<file path="src/rtl/ppu_pkg.sv">
// Shared PPU memory-bus types: PPU modes, requester tags, DMA states.
// Address map constants and region decode helpers.
package ppu_pkg;

  localparam int          OAM_BYTES = 160;
  localparam logic [15:0] OAM_BASE  = 16'hFE00;
  localparam logic [15:0] VRAM_BASE = 16'h8000;
  localparam logic [15:0] VRAM_END  = 16'h9FFF;
  localparam logic [7:0]  HIGH_PAGE = 8'hFF;
  localparam logic [7:0]  OAM_LAST  = 8'(OAM_BYTES - 1);

  typedef enum logic [1:0] {
    MODE_HBLANK,
    MODE_VBLANK,
    MODE_OAM_SCAN,
    MODE_DRAW
  } ppu_state_e;

  typedef enum logic [1:0] {
    TAG_NONE,
    TAG_CPU,
    TAG_PPU,
    TAG_DMA
  } req_tag_e;

  typedef enum logic [1:0] {
    DMA_IDLE,
    DMA_RD,
    DMA_WR
  } dma_state_e;

  function automatic logic in_oam(input logic [15:0] a);
    return (a >= OAM_BASE) && (a < OAM_BASE + 16'(OAM_BYTES));
  endfunction

  function automatic logic in_vram(input logic [15:0] a);
    return (a >= VRAM_BASE) && (a <= VRAM_END);
  endfunction

endpackage

</file>
<file path="src/rtl/oam_dma_engine.sv">
// OAM DMA engine: alternating read/write FSM copying one source page
// prefix into OAM; data bypass when the write lands in the response cycle.
module oam_dma_engine
  import ppu_pkg::*;
(
  input  logic        clk_in,
  input  logic        rst_in,
  input  logic        start_in,
  input  logic [7:0]  src_hi_in,
  input  logic        gnt_in,
  input  logic        rsp_valid_in,
  input  logic [7:0]  rsp_data_in,
  output logic        req_out,
  output logic        rd_out,
  output logic        wr_out,
  output logic [15:0] addr_out,
  output logic [7:0]  wdata_out,
  output logic        active_out
);

  dma_state_e state_q, state_d;
  logic [7:0] idx_q, idx_d;
  logic [7:0] src_q, src_d;
  logic [7:0] byte_q, byte_d;

  // State, index, source page and byte latch registers
  always_ff @(posedge clk_in or posedge rst_in) begin
    if (rst_in) begin
      state_q <= DMA_IDLE;
      idx_q   <= '0;
      src_q   <= '0;
      byte_q  <= '0;
    end else begin
      state_q <= state_d;
      idx_q   <= idx_d;
      src_q   <= src_d;
      byte_q  <= byte_d;
    end
  end

  // Next state: advance on grant, a start restarts from any state
  always_comb begin
    state_d = state_q;
    idx_d   = idx_q;
    src_d   = src_q;
    byte_d  = rsp_valid_in ? rsp_data_in : byte_q;
    case (state_q)
      DMA_RD: begin
        if (gnt_in) state_d = DMA_WR;
      end
      DMA_WR: begin
        if (gnt_in) begin
          if (idx_q == OAM_LAST) begin
            state_d = DMA_IDLE;
            idx_d   = '0;
          end else begin
            state_d = DMA_RD;
            idx_d   = idx_q + 8'd1;
          end
        end
      end
      default: ;
    endcase
    if (start_in) begin
      state_d = DMA_RD;
      idx_d   = '0;
      src_d   = src_hi_in;
    end
  end

  // Request outputs decoded from the current state
  always_comb begin
    active_out = (state_q != DMA_IDLE);
    req_out    = active_out;
    rd_out     = (state_q == DMA_RD);
    wr_out     = (state_q == DMA_WR);
    addr_out   = rd_out ? {src_q, idx_q} : OAM_BASE + {8'h00, idx_q};
    wdata_out  = rsp_valid_in ? rsp_data_in : byte_q;
  end

endmodule

</file>
<file path="src/rtl/ppu_mem_arbiter.sv">
// VRAM/OAM bus arbiter: PPU > DMA > CPU, mode-based access locking,
// and response routing back to the issuing requester.
module ppu_mem_arbiter
  import ppu_pkg::*;
(
  input  logic        clk_in,
  input  logic        rst_in,
  input  logic        lcd_en_in,
  input  logic [1:0]  ppu_mode_in,
  input  logic [15:0] cpu_addr_in,
  input  logic        cpu_rd_in,
  input  logic        cpu_wr_in,
  input  logic [7:0]  cpu_wdata_in,
  output logic [7:0]  cpu_rdata_out,
  output logic        cpu_ack_out,
  input  logic [15:0] ppu_addr_in,
  input  logic        ppu_req_in,
  output logic [7:0]  ppu_data_out,
  output logic        ppu_valid_out,
  input  logic        dma_start_in,
  input  logic [7:0]  dma_src_hi_in,
  output logic        dma_active_out,
  output logic [15:0] mem_addr_out,
  output logic        mem_rd_out,
  output logic        mem_wr_out,
  output logic [7:0]  mem_wdata_out,
  input  logic [7:0]  mem_rdata_in,
  input  logic        mem_rvalid_in
);

  req_tag_e tag_q, tag_d;
  logic cpu_blk_q, cpu_blk_d;
  logic cpu_wack_q, cpu_wack_d;
  logic ppu_blk_q, ppu_blk_d;

  logic        dma_req, dma_rd, dma_wr, dma_gnt, dma_rsp;
  logic [15:0] dma_addr;
  logic [7:0]  dma_wdata;

  logic       cpu_busy, ppu_busy, cpu_req, ppu_req;
  logic       oam_lock, vram_lock, cpu_locked, ppu_blk;
  ppu_state_e mode;

  oam_dma_engine u_dma (
    .clk_in       (clk_in),
    .rst_in       (rst_in),
    .start_in     (dma_start_in),
    .src_hi_in    (dma_src_hi_in),
    .gnt_in       (dma_gnt),
    .rsp_valid_in (dma_rsp),
    .rsp_data_in  (mem_rdata_in),
    .req_out      (dma_req),
    .rd_out       (dma_rd),
    .wr_out       (dma_wr),
    .addr_out     (dma_addr),
    .wdata_out    (dma_wdata),
    .active_out   (dma_active_out)
  );

  // Response tag and locally generated (no-bus) response flags
  always_ff @(posedge clk_in or posedge rst_in) begin
    if (rst_in) begin
      tag_q      <= TAG_NONE;
      cpu_blk_q  <= 1'b0;
      cpu_wack_q <= 1'b0;
      ppu_blk_q  <= 1'b0;
    end else begin
      tag_q      <= tag_d;
      cpu_blk_q  <= cpu_blk_d;
      cpu_wack_q <= cpu_wack_d;
      ppu_blk_q  <= ppu_blk_d;
    end
  end

  // Lock evaluation and single-winner grant onto the memory bus
  always_comb begin
    mode      = ppu_state_e'(ppu_mode_in);
    cpu_busy  = (tag_q == TAG_CPU) | cpu_blk_q | cpu_wack_q;
    ppu_busy  = (tag_q == TAG_PPU) | ppu_blk_q;
    cpu_req   = (cpu_rd_in | cpu_wr_in) & ~cpu_busy;
    ppu_req   = ppu_req_in & ~ppu_busy;
    oam_lock  = dma_active_out |
                (lcd_en_in & ((mode == MODE_OAM_SCAN) | (mode == MODE_DRAW)));
    vram_lock = lcd_en_in & (mode == MODE_DRAW);
    if (dma_active_out)
      cpu_locked = (cpu_addr_in[15:8] != HIGH_PAGE);
    else
      cpu_locked = (oam_lock & in_oam(cpu_addr_in)) |
                   (vram_lock & in_vram(cpu_addr_in));
    ppu_blk = ppu_req & dma_active_out & in_oam(ppu_addr_in);

    mem_addr_out  = '0;
    mem_rd_out    = 1'b0;
    mem_wr_out    = 1'b0;
    mem_wdata_out = '0;
    dma_gnt       = 1'b0;
    tag_d         = TAG_NONE;
    cpu_wack_d    = 1'b0;
    cpu_blk_d     = cpu_req & cpu_locked;
    ppu_blk_d     = ppu_blk;

    if (ppu_req & ~ppu_blk) begin
      mem_addr_out = ppu_addr_in;
      mem_rd_out   = 1'b1;
      tag_d        = TAG_PPU;
    end else if (dma_req) begin
      dma_gnt      = 1'b1;
      mem_addr_out = dma_addr;
      mem_rd_out   = dma_rd;
      mem_wr_out   = dma_wr;
      if (dma_wr) mem_wdata_out = dma_wdata;
      if (dma_rd) tag_d = TAG_DMA;
    end else if (cpu_req & ~cpu_locked) begin
      mem_addr_out = cpu_addr_in;
      if (cpu_rd_in) begin
        mem_rd_out = 1'b1;
        tag_d      = TAG_CPU;
      end else begin
        mem_wr_out    = 1'b1;
        mem_wdata_out = cpu_wdata_in;
        cpu_wack_d    = 1'b1;
      end
    end
  end

  // Route read data or locked-access responses to the issuer
  always_comb begin
    dma_rsp       = mem_rvalid_in & (tag_q == TAG_DMA);
    cpu_ack_out   = (mem_rvalid_in & (tag_q == TAG_CPU)) |
                    cpu_blk_q | cpu_wack_q;
    ppu_valid_out = (mem_rvalid_in & (tag_q == TAG_PPU)) | ppu_blk_q;
    cpu_rdata_out = '0;
    ppu_data_out  = '0;
    if (mem_rvalid_in & (tag_q == TAG_CPU))
      cpu_rdata_out = mem_rdata_in;
    else if (cpu_blk_q)
      cpu_rdata_out = 8'hFF;
    if (mem_rvalid_in & (tag_q == TAG_PPU))
      ppu_data_out = mem_rdata_in;
    else if (ppu_blk_q)
      ppu_data_out = 8'hFF;
  end

endmodule

</file>
<file path="config.mk">
export PLATFORM = sky130hd
export DESIGN_NAME = ppu_mem_arbiter
export DESIGN_NICKNAME = d
export VERILOG_FILES = /design/src/rtl/ppu_pkg.sv /design/src/rtl/oam_dma_engine.sv /design/src/rtl/ppu_mem_arbiter.sv
export SDC_FILE = /design/constraint.sdc
export NUM_CORES = 1
export LEC_CHECK = 0
export BUFFER_PORTS_ARGS = -buffer_cell sky130_fd_sc_hd__buf_2
export CAP_MARGIN = 30
export CORE_ASPECT_RATIO = 1.4
export CORE_MARGIN = 2
export CORE_UTILIZATION = 48
export CTS_BUF_LIST = sky130_fd_sc_hd__clkbuf_4
export CTS_CLUSTER_DIAMETER = 100
export DETAILED_ROUTE_END_ITERATION = 8
export PLACE_DENSITY = 0.93
export SYNTH_ARGS = -nofsm -noshare
export SYNTH_HDL_FRONTEND = slang
export SYNTH_SLANG_ARGS = --single-unit
export TNS_END_PERCENT = 1
</file>
<file path="constraint.sdc">
create_clock -name clk_in -period 2.25 [get_ports clk_in]
set_input_delay 0.1125 -clock clk_in [delete_from_list [all_inputs] [get_ports clk_in]]
set_output_delay 0.1125 -clock clk_in [all_outputs]
set_load 0.03 [all_outputs]
</file>
==> results of run 1 <==
power groups by stage:
stage | logic, mW | registers (mW) | clock network, mW
after detailed placement | 1.80 | 0.754 | 0
after floorplan | 1.31 | 0.725 | 0
after CTS | 1.88 | 0.742 | 0.320
after global placement | 1.76 | 0.743 | 0
final | 2.09 | 0.767 | 0.323
after global routing | 2.19 | 0.773 | 0.354
cell families after synthesis:
| group | Yosys count | synth area share |
|---|---|---|
| AO/OA/AOI/OAI | 89 | 0.294 |
| AND/OR/NAND/NOR | 83 | 0.201 |
| buffers and inverters | 31 | 0.0604 |
| flip-flops | 31 | 0.347 |
| multiplexers | 16 | 0.0805 |
| XOR/XNOR | 3 | 0.0117 |
| adder cells (fa/ha/maj) | 1 | 0.00559 |
Yosys cell counts, types with 3 or more instances:
| cell type | number | area (sq um) |
|---|---|---|
| or3_1 | 5 | 31.3 |
| mux2_2 | 16 | 180 |
| inv_1 | 14 | 52.6 |
| buf_2 | 3 | 15.0 |
| o21ai_0 | 12 | 60.1 |
| nor3_1 | 4 | 20.0 |
| nand3_1 | 13 | 65.1 |
| a21oi_1 | 14 | 70.1 |
| nor2b_1 | 6 | 37.5 |
| nand2_1 | 21 | 78.8 |
| nor2_1 | 16 | 60.1 |
| dfrtp_1 | 31 | 776 |
| o21a_1 | 3 | 22.5 |
| and2_1 | 3 | 18.8 |
| o211ai_1 | 7 | 52.6 |
| o221ai_1 | 8 | 70.1 |
| xor2_1 | 3 | 26.3 |
| a21o_1 | 17 | 128 |
| o22ai_1 | 6 | 37.5 |
| clkbuf_1 | 11 | 41.3 |
| a21bo_2 | 8 | 80.1 |
| or2_2 | 3 | 18.8 |
worst max-delay path, stage by stage, from the launching register on:
cell and delay (ns):
dfrtp_1 0.43, nand2b_1 0.18, nand3b_1 0.23, or2_4 0.28, buf_4 0.14, o2111ai_2 0.18
o22ai_1 0.25, buf_2 0.24
per-stage QoR:
step / instance area (sq um) / worst slack [ns] / TNS, ns / std cells
after floorplan: 2240 / -0.0458 / -0.0458 / 254
after global placement: 2900 / 0.259 / 0 / 424
after detailed placement: 2900 / 0.145 / 0 / 424
after CTS: 3040 / -0.0163 / -0.0302 / 435
after global routing: 3190 / -0.233 / -3.14 / 443
final: 3190 / -0.141 / -1.42 / 443
registers in the layout, indices dropped and copies added, names as in the netlist:
name	cells
u_dma.byte_q	8
u_dma.idx_q	8
tag_q	2
cpu_wack_q	1
u_dma.src_q	8
u_dma.state_q	2
cpu_blk_q	1
ppu_blk_q	1
cell type report:
class / instances / area, sq um
fill: 312 / 1310
sequential: 31 / 778
tap: 62 / 77.6
clock inverter: 3 / 15.0
timing repair buffer: 134 / 807
inverter: 14 / 52.6
multi-input combinational: 194 / 1430
clock buffer: 5 / 37.5
metal layers:
metal | GRT usage | part of all wire
met5 | 0 | 0
met3 | 0.0786 | 0.10
met4 | 0.178 | 0.067
met2 | 0.488 | 0.50
met1 | 0.342 | 0.33
worst paths after layout:
check,depth (start not counted),slack (ns),from,to
min,2,0.001,dma_src_hi_in[7],u_dma.src_q[7]
min in group asynchronous,4,0.45,rst_in,u_dma.byte_q[5]
min reg2reg,1,0.51,u_dma.byte_q[3],u_dma.byte_q[3]
max in group asynchronous,4,1.48,rst_in,u_dma.state_q[0]
max reg2reg,7,0.34,u_dma.state_q[1],u_dma.idx_q[5]
max,7,-0.14,tag_q[0],mem_addr_out[3]
timing repair:
action / CTS / global route
endpoints found under the hold margin: 31 / 2
hold buffers: 1 / 2
gates resized for setup: 17 / 32
gates cloned: 1 / 1
setup endpoints to repair: 26 / 40
setup buffers: 1 / 5
pin swaps: 4 / 10
==> run summary, run 1 <==
The flow ran to the end, but the final reports show violations. The total via count in the routed design is 2,786. In this run the remaining antenna-violating nets after routing total 0.

When the netlist entered floorplanning its net count stood at 321. The congestion estimate from routability-driven global placement came to 0.977. The number of maximum-capacitance violations came out at 0.

The arrival time reported for the critical path endpoint is 2.28 ns. The mean instance size in the synthesized netlist is 8.81 sq um. The routed design could run at a clock period as short as 2.39 ns.

The gate count after technology mapping is 254. The count of input and output buffers came out at 110. At the pin with the least slew margin, the transition time is 0.660 ns. In this run the worst hold path is classified as primary input to flip-flop. Buffers inserted during clock tree synthesis total 5. The final worst hold slack came out at 0.000992 ns. Of the total power, the share spent switching nets is 0.512. The overall die width is 61.7 microns.

The via count of the first global-routing pass came out at 2,487. The part of the total power dissipated in the clock network is 0.102. By startpoint and endpoint, the worst setup path is classified as flip-flop to output pin. Clock skew on the completed layout was measured at 0.0113 ns. The first-pass GRT wire length is 11,800 microns. Counting every sink on the clock net gives 31. Of the total power, combinational logic draws 0.657.

Once layout is complete, the utilization of the core stands at 0.710. The leakage power of the design came out at 1.64 nW. The maximum fanout along the worst path came out at 11. In the finished design, the share of the clock period the worst path needs comes to 1.06.

The worst-case setup margin in the final layout is -0.141 ns. The checks that failed: negative setup slack. The per-cell via count in the routed design came out at 6.29. The half-perimeter wire length of the detailed placement result is 5690 microns.

The net switching power came out at 1.63 mW. The most used flip-flop cell after synthesis is dfrtp_1. The number of levels the H-tree was split into came out at 2. The die is 84.8 microns tall. The count of boundary I/O pins is 111. The max-slew violation total from the final report came out at 0.

After detailed routing, the average wire length per cell comes to 19.9 microns. The ratio of total power to cell area is 995 mW/mm^2. The routed wire length came out at 8820 microns. Entering global routing, the biggest net connects 32 pins.

The net total in the final layout is 447. The number of antenna violations at the first check in global routing came out at 0. The count of final hold-check violations is 0. The total iterations of the first detailed-routing run is 5. The required time of the worst setup path is 2.14 ns. The internal power of the cells totals 1.55 mW. The sequential fraction of the synthesis area is 0.347. The number of DRC markers after the initial detailed-route iteration is 383. The final global-route overflow total came out at 0. The count of final setup violators is 24. For this run, the number of Yosys warnings is 0. STA classifies the critical path endpoint as an output pin. The most common cell after layout, fill and taps aside is buf_2. In the layout the commonest cells are 93 x buf_2, 29 x dfrtp_1, 29 x buf_4. The maximum frequency from static timing analysis is 418 MHz. The area of the placeable core came out at 0.00450 sq mm. In this run the core area contains 29 standard-cell rows. The worst setup path is launched from a flip-flop. The diode insertion count for antenna repair is 0. The root buffer cell chosen for the clock tree is clkbuf_4.

The post-layout total power came out at 3.18 mW. The clock-pin slew on the worst setup and hold paths came out at 0.11 ns. The clock insertion delay at the later pin of the skew report is 0.34 ns. TritonCTS built the clock tree. IR analysis of the VDD net gives a maximum drop of 0.000448 V. The die area came out at 0.00523 sq mm. In the synthesized netlist the async set-or-reset flop fraction comes to 1.00. The register share of total power is 0.241.

Synthesis inferred 31 register bits. The total routing usage reported by global routing is 0.302. The synthesized design contains 0 enable-type register cells. The remaining max-slew budget at the tightest pin came out at 0.559. The number of different library cells in the post-synthesis netlist is 47.

The ratio of cells with drive above 1 in the final layout came out at 0.486. The remaining routing DRC violations is 0. The post-synth design cell area is 0.00224 sq mm.

The area added between synthesis and finish is 42.7%. The initial utilization of the core area, before any placement, comes to 0.497. The maximum count of clock buffers along a single path is 2.

Setup repair after global routing could not meet its margin everywhere.
Note: power is estimated with default switching activity, not from simulation.
==> run 2: changes to the inputs <==
==> constraint.sdc (replaced) <==
create_clock -name clk_in -period 2.7 [get_ports clk_in]
set_input_delay 0.135 -clock clk_in [delete_from_list [all_inputs] [get_ports clk_in]]
set_output_delay 0.135 -clock clk_in [all_outputs]
set_load 0.03 [all_outputs]
==> run 2 against run 1 <==
The run now ends clean. Worst hold slack better by 0.030 ns. Largest cell class unchanged. Critical path depth stayed put. Highest routed layer unchanged. Via count down 12%. Register-to-register slack gained 0.44 ns. Total power shrank 25%. Setup slack gained 0.33 ns. Sequential share of layout area increased by 2.2 points. Final cell count is 4.1% lower. Sequential power shrank 18%. First-iteration DRC count decreased by 72%. Clock power decreased by 15%.
==> run summary, run 2 (same netlist as run 1, synthesis figures left out) <==
The number of maximum-capacitance violations is 0 (unchanged). Dividing the final minimum period by the clock period gives 0.929. The remaining max-slew budget at the tightest pin was 0.568 (+0.00858). The count of final hold-check violations came out at 0 (unchanged). For this design, the slowest cell found on the critical path is dfrtp_2. The total non-filler cell area in the finished layout is 0.00293 sq mm (-8.3%).

The wire length on met3 came to 508 microns (-43%). The area added between synthesis and finish came out at 30.9%. The placed standard-cell area is 0.00284 sq mm (-2.3%). The wire length the detailed router placed on met1 came out at 2490 microns (-15%).

The actual transition at the worst max-transition pin came to 0.646 ns (-0.0139 ns). The worst min-delay path startpoint is dma_src_hi_in[7]. The worst-case setup margin in the final layout came out at 0.192 ns (+0.334 ns). The instance count along the most critical hold path came out at 2 (unchanged).

The overall die width is 61.7 microns (unchanged). The startpoint identified for the worst register-to-register timing path is u_dma.state_q[0]. The count of final setup violators is 0 (-100%). The detailed route wirelength on metal2 came out at 3650 microns (-17%).

The count of input and output buffers is 110 (unchanged). The total setup buffers inserted after CTS came out at 0 (-1). The final sum of negative setup slack is 0 ns (+1.42 ns). The via count of the first global-routing pass is 2,233 (-10%).

For hold timing, the worst endpoint is u_dma.src_q[7]. The worst-case reg-to-reg path depth came out at 6 (-1). The total routing usage reported by global routing is 0.265 (-0.0366). The leakage power of the design is 1.54 nW (-6.0%). The maximum VDD drop is 0.000429 V (-4.2%). The final worst hold slack came to 0.0312 ns (+0.0302 ns). The post-layout total power is 2.38 mW (-25%). Setup repair after global routing left no endpoint under its margin. The per-cell via count in the routed design is 5.74 (-8.7%).

The clock insertion delay at the later pin of the skew report came to 0.34 ns (about the same). The tightest min-delay check is of the primary input to flip-flop type. The highest layer touched by signal routing is met4. The vertical die dimension is 84.8 microns (unchanged). The routed wirelength normalized by instance count is 16.3 microns (-18%). The number of levels the H-tree was split into is 2 (unchanged). The max-slew violation total from the final report is 0 (unchanged). The number of DRC markers after the initial detailed-route iteration came out at 109 (-72%). The required time of the worst setup path is 2.57 ns (+0.43 ns).

The run finished with clean final reports. The number of antenna violations at the first check in global routing is 0 (unchanged). The final global-route overflow total came out at 0 (unchanged). The total via count in the routed design is 2,440 (-12%). The residual antenna-violating net count after detailed routing is 0 (unchanged). Leaving out fill and tap cells, the most frequent cell in the layout is buf_2.

The worst-case clock skew came out at 0.0107 ns (-0.000636 ns). The half-perimeter wire length of the detailed placement result came to 5500 microns (-3.3%). The first-pass GRT wire length is 10,400 microns (-12%). The ratio of cells with drive above 1 in the final layout is 0.444 (-0.0420). The diode insertion count for antenna repair was 0 (unchanged).

The remaining routing DRC violations is 0 (unchanged). The total iterations of the first detailed-routing run came out at 4 (-1). The clock period minus final worst setup slack is 2.51 ns.

The minimum setup slack after placement is 0.321 ns (+0.176 ns). The largest registers in the layout are u_dma.byte_q (8), u_dma.idx_q (8), u_dma.src_q (8). The number of rows created at floorplan is 29 (unchanged). The number of sinks on the clock net came out at 31 (unchanged). The delay of the slowest cell on the worst path came out at 0.48 ns (+0.05 ns). The number of fillers in the final layout came out at 370 (+19%). The clock-pin slew on the worst setup and hold paths is 0.09 ns (-0.02 ns). The net total in the final layout is 429 (-4.0%). The count of buffer and inverter cells on the critical path is 2 (unchanged). The count of boundary I/O pins is 111 (unchanged). STA classifies the critical path endpoint as an output pin. The number of buffers created by CTS is 5 (unchanged).

The maximum count of clock buffers along a single path came to 2 (unchanged). The die area is 0.00523 sq mm (unchanged). The arrival time reported for the critical path endpoint came out at 2.37 ns (+0.09 ns). The cell family contributing the most delay on the critical path is simple AND/OR/NAND/NOR gates. STA classifies the critical path startpoint as a flip-flop.

The area of the placeable core is 0.00450 sq mm (unchanged). The maximum number of pins on one net before global-route repair is 32 (unchanged). The worst setup path is of the flip-flop to output pin kind.

The routed wire length is 6910 microns (-22%). The final weighted congestion in routability-driven placement is 0.946 (-3.2%). The ratio of total power to cell area was 813 mW/mm^2 (-18%). Leaving out fill and tap cells, the most frequent cells in the layout are 110 x buf_2, 29 x dfrtp_1, 21 x nand2_1. In this run the critical register-to-register path is captured at tag_q[0].

The TritonCTS clock tree is yes. CTS placed an instance of clkbuf_4 at the clock tree root. Static timing analysis puts the maximum clock frequency at 399 MHz. The maximum fanout along the worst path came to 18 (+7). Traced cell by cell, the critical path runs through nor2_8, nor4b_4, or2_4, buf_4, nand3_1, a21bo_2, buf_2. The setup slack on the worst flop-to-flop path is 0.78 ns (+0.44 ns). The initial standard-cell utilization of the core is 0.497 (unchanged).
-- run 2: area by class of cell --
| cell class | count | area [sq um] | share of cell area |
|---|---|---|---|
| inverter | 14 | 52.6 | 0.0179 |
| clock inverter | 2 | 12.5 | 0.00427 |
| clock buffer | 6 | 45.0 | 0.0154 |
| sequential | 31 | 778 | 0.266 |
| timing repair buffer | 118 | 613 | 0.209 |
| tap | 62 | 77.6 | 0.0265 |
| multi-input combinational | 192 | 1350 | 0.461 |
-- run 2: stage by stage --
stage           util  std cells
4_1_cts        0.647        425
2_1_floorplan      -        254
3_5_place_dp   0.630        416
5_1_grt        0.651        425
3_3_place_gp   0.630        416
6_report       0.651        425
-- run 2: per-layer routing --
layer,vias up,track usage
li1,1149,-
met4,0,0.133
met2,124,0.454
met3,27,0.0539
met1,1140,0.297
met5,-,0
-- run 2: worst max path at each step --
stage                             endpoint  cells past startpoint             start
final                     mem_wdata_out[2]                      7  u_dma.state_q[0]
after global routing      mem_wdata_out[2]                      7  u_dma.state_q[0]
after CTS                 mem_wdata_out[5]                      7  u_dma.state_q[0]
after detailed placement        mem_rd_out                      6  u_dma.state_q[0]
after global placement    mem_wdata_out[3]                      6  u_dma.state_q[0]
after floorplan                 mem_rd_out                      6  u_dma.state_q[0]
-- run 2: worst register-to-register path, stage by stage (launching register included) --
cell     delay (ns)
dfrtp_2        0.48
nor2_8         0.09
nor4b_4        0.44
nor2_1         0.14
buf_4          0.22
or3_1          0.32
o22ai_1        0.15
-- run 2: report_power, final --
group          internal (mW)  total (mW)  switching, mW
sequential             0.566       0.632         0.0659
clock                  0.110       0.275          0.165
combinational          0.498        1.47          0.975
-- run 2: timing repair --
action,in CTS,in global routing
gates resized for setup,1,6
hold buffers,1,0
endpoints found under the hold margin,31,0
setup endpoints to repair,9,20
==> run 3: changes to the inputs <==
--- a/config.mk
+++ b/config.mk
@@ -14,6 +14,8 @@
 export CTS_CLUSTER_DIAMETER = 100
 export DETAILED_ROUTE_END_ITERATION = 8
 export PLACE_DENSITY = 0.93
+export RECOVER_POWER = 50
+export SLEW_MARGIN = 20
 export SYNTH_ARGS = -nofsm -noshare
 export SYNTH_HDL_FRONTEND = slang
 export SYNTH_SLANG_ARGS = --single-unit
==> run 3 against run 2 <==
The flow now finishes with violations (max-capacitance violations, max-slew violations). Routed wire length shrank 0.35%. Sequential power hardly changed. Critical path depth is the same. Total power down 0.82%. Final cell count is the same. Largest power group unchanged.
==> run summary, run 3 (same netlist as run 1, synthesis figures left out) <==
The arrival time reported for the critical path endpoint came out at 2.37 ns (about the same). The number of fillers in the final layout came out at 373 (+0.81%). In this run the critical register-to-register path is captured at u_dma.idx_q[5]. The run finished, with violations left.

The maximum count of clock buffers along a single path was 2 (unchanged). The count of final hold-check violations is 0 (unchanged). Setup repair after global routing left no endpoint under its margin. The area of the placeable core is 0.00450 sq mm (unchanged). The area added between synthesis and finish came out at 30.6%. The worst-case reg-to-reg path depth is 5 (-1).

STA classifies the critical path endpoint as an output pin. The required time of the worst setup path came out at 2.57 ns (about the same). The remaining routing DRC violations is 0 (unchanged). The per-cell via count in the routed design was 5.74 (about the same). The clock-pin slew on the worst setup and hold paths is 0.09 ns (about the same). The clock insertion delay at the later pin of the skew report came out at 0.34 ns (about the same).

The post-layout total power is 2.36 mW (-0.82%). The residual antenna-violating net count after detailed routing is 0 (unchanged). The total iterations of the first detailed-routing run came out at 4 (unchanged). The worst-case clock skew is 0.0121 ns (+0.00143 ns). The die area came to 0.00523 sq mm (unchanged). The number of DRC markers after the initial detailed-route iteration came to 101 (-7.3%). The total routing usage reported by global routing came to 0.265 (unchanged).

The clock period minus final worst setup slack came out at 2.51 ns (+0.000871 ns). The instance count along the most critical hold path is 2 (unchanged). The via count of the first global-routing pass is 2,233 (unchanged). The worst setup path startpoint is u_dma.state_q[0]. The first-pass GRT wire length came out at 10,400 microns (unchanged). The ratio of total power to cell area was 808 mW/mm^2 (-0.65%). The number of buffers created by CTS came out at 5 (unchanged). The initial standard-cell utilization of the core is 0.497 (unchanged). The final cycle utilization of the critical path came to 0.929 (about the same). The actual transition at the worst max-transition pin came out at 1.62 ns (+0.978 ns).

The maximum frequency from static timing analysis came to 399 MHz (about the same). The vertical die dimension came out at 84.8 microns (unchanged). The setup slack on the worst flop-to-flop path came out at 0.78 ns (about the same). The routed wirelength normalized by instance count is 16.2 microns (-0.35%). The maximum fanout along the worst path is 18 (unchanged). The maximum number of pins on one net before global-route repair is 32 (unchanged).

The maximum VDD drop is 0.000425 V (-1.0%). The remaining max-slew budget at the tightest pin is -0.0828 (-0.651). The number of maximum-capacitance violations came to 1 (+1).

The final sum of negative setup slack came out at 0 ns (unchanged). The root cell of the clock tree is clkbuf_4. The ratio of cells with drive above 1 in the final layout came out at 0.419 (-0.0248).

The routed wire length came to 6890 microns (-0.35%). The utilization after layout is 0.650 (-0.00111). The count of boundary I/O pins came out at 111 (unchanged). The critical register-to-register path startpoint is u_dma.state_q[0]. The number of antenna violations at the first check in global routing is 0 (unchanged). The overall die width is 61.7 microns (unchanged). The number of rows created at floorplan is 29 (unchanged). The path type of the worst setup path is flip-flop to output pin. The diode insertion count for antenna repair was 0 (unchanged). The final global-route overflow total is 0 (unchanged). The library cell used most frequently in the layout, excluding fill and tap cells, is buf_2. The count of input and output buffers is 110 (unchanged). In the layout the commonest cells are 109 x buf_2, 29 x dfrtp_1, 21 x nand2_1. The checks that failed: max-capacitance violations, max-slew violations. In this run the worst hold path is classified as primary input to flip-flop.

The final weighted congestion in routability-driven placement was 0.946 (unchanged). The count of final setup violators is 0 (unchanged). The TritonCTS clock tree is yes. The half-perimeter wire length of the detailed placement result came out at 5500 microns (unchanged). The leakage power of the design is 1.53 nW (-0.36%). The number of sinks on the clock net is 31 (unchanged). The number of levels the H-tree was split into came out at 2 (unchanged). The net total in the final layout came to 429 (unchanged). STA classifies the critical path startpoint as a flip-flop.

The total setup buffers inserted after CTS came out at 0 (unchanged). The max-slew violation total from the final report is 32 (+32). The total via count in the routed design came out at 2,441 (+0.041%). The largest registers in the layout are u_dma.byte_q (8), u_dma.idx_q (8), u_dma.src_q (8). In this run the worst setup path terminates at mem_wdata_out[7].
run 3: what timing repair did:
item / in CTS / in global routing
setup endpoints to repair: 9 / 20
resized for setup: 1 / 6
hold buffers: 1 / 0
endpoints found under the hold margin: 31 / 0
run 3: layer usage:
layer,vias to the layer above,wire length (microns),track usage
met5,-,0,0
met4,0,263,0.133
met3,28,412,0.0539
met2,111,3640,0.454
met1,1150,2570,0.297
li1,1152,-,-
run 3: final cells by class:
type | count | area (sq um) | share of cell area
well taps | 62 | 77.6 | 0.0265
clock inverters | 2 | 12.5 | 0.00428
clock buffers | 6 | 45.0 | 0.0154
inverters | 14 | 52.6 | 0.0180
multi-input cells | 192 | 1350 | 0.461
repair buffers | 118 | 608 | 0.208
flip-flops and latches | 31 | 778 | 0.266
run 3: worst min path at each step:
stage / startpoint / to / slack, ns
floorplan: rst_in / cpu_blk_q / 0.24
detailed placement: rst_in / u_dma.byte_q[4] / 0.23
global placement: rst_in / u_dma.byte_q[2] / 0.22
CTS: dma_src_hi_in[7] / u_dma.src_q[7] / 0.02
finish: dma_src_hi_in[7] / u_dma.src_q[7] / 0.03
global route: dma_src_hi_in[7] / u_dma.src_q[7] / 0.003
run 3: worst max-delay path: stages (launching register included):
cell     delay, ns
dfrtp_2       0.48
nor2_8        0.09
nor4b_4       0.44
or2_4         0.28
buf_4         0.26
nand3_1       0.10
a21bo_2       0.20
buf_2         0.18
run 3: through the flow:
step	area [sq um]	worst slack [ns]	hold WS [ns]	instances
4_1_cts	2910	0.0259	0.0214	425
5_1_grt	2920	0.0200	0.00297	425
3_3_place_gp	2840	0.393	0.222	416
3_5_place_dp	2840	0.321	0.232	416
6_report	2920	0.191	0.0349	425
2_1_floorplan	2240	0.0363	0.239	254
run 3: power breakdown:
part / leakage [nW] / internal (mW) / switching, mW
clock network: 0.0317 / 0.110 / 0.164
registers: 0.384 / 0.566 / 0.0664
logic: 1.12 / 0.482 / 0.972
total: 1.53 / 1.16 / 1.20
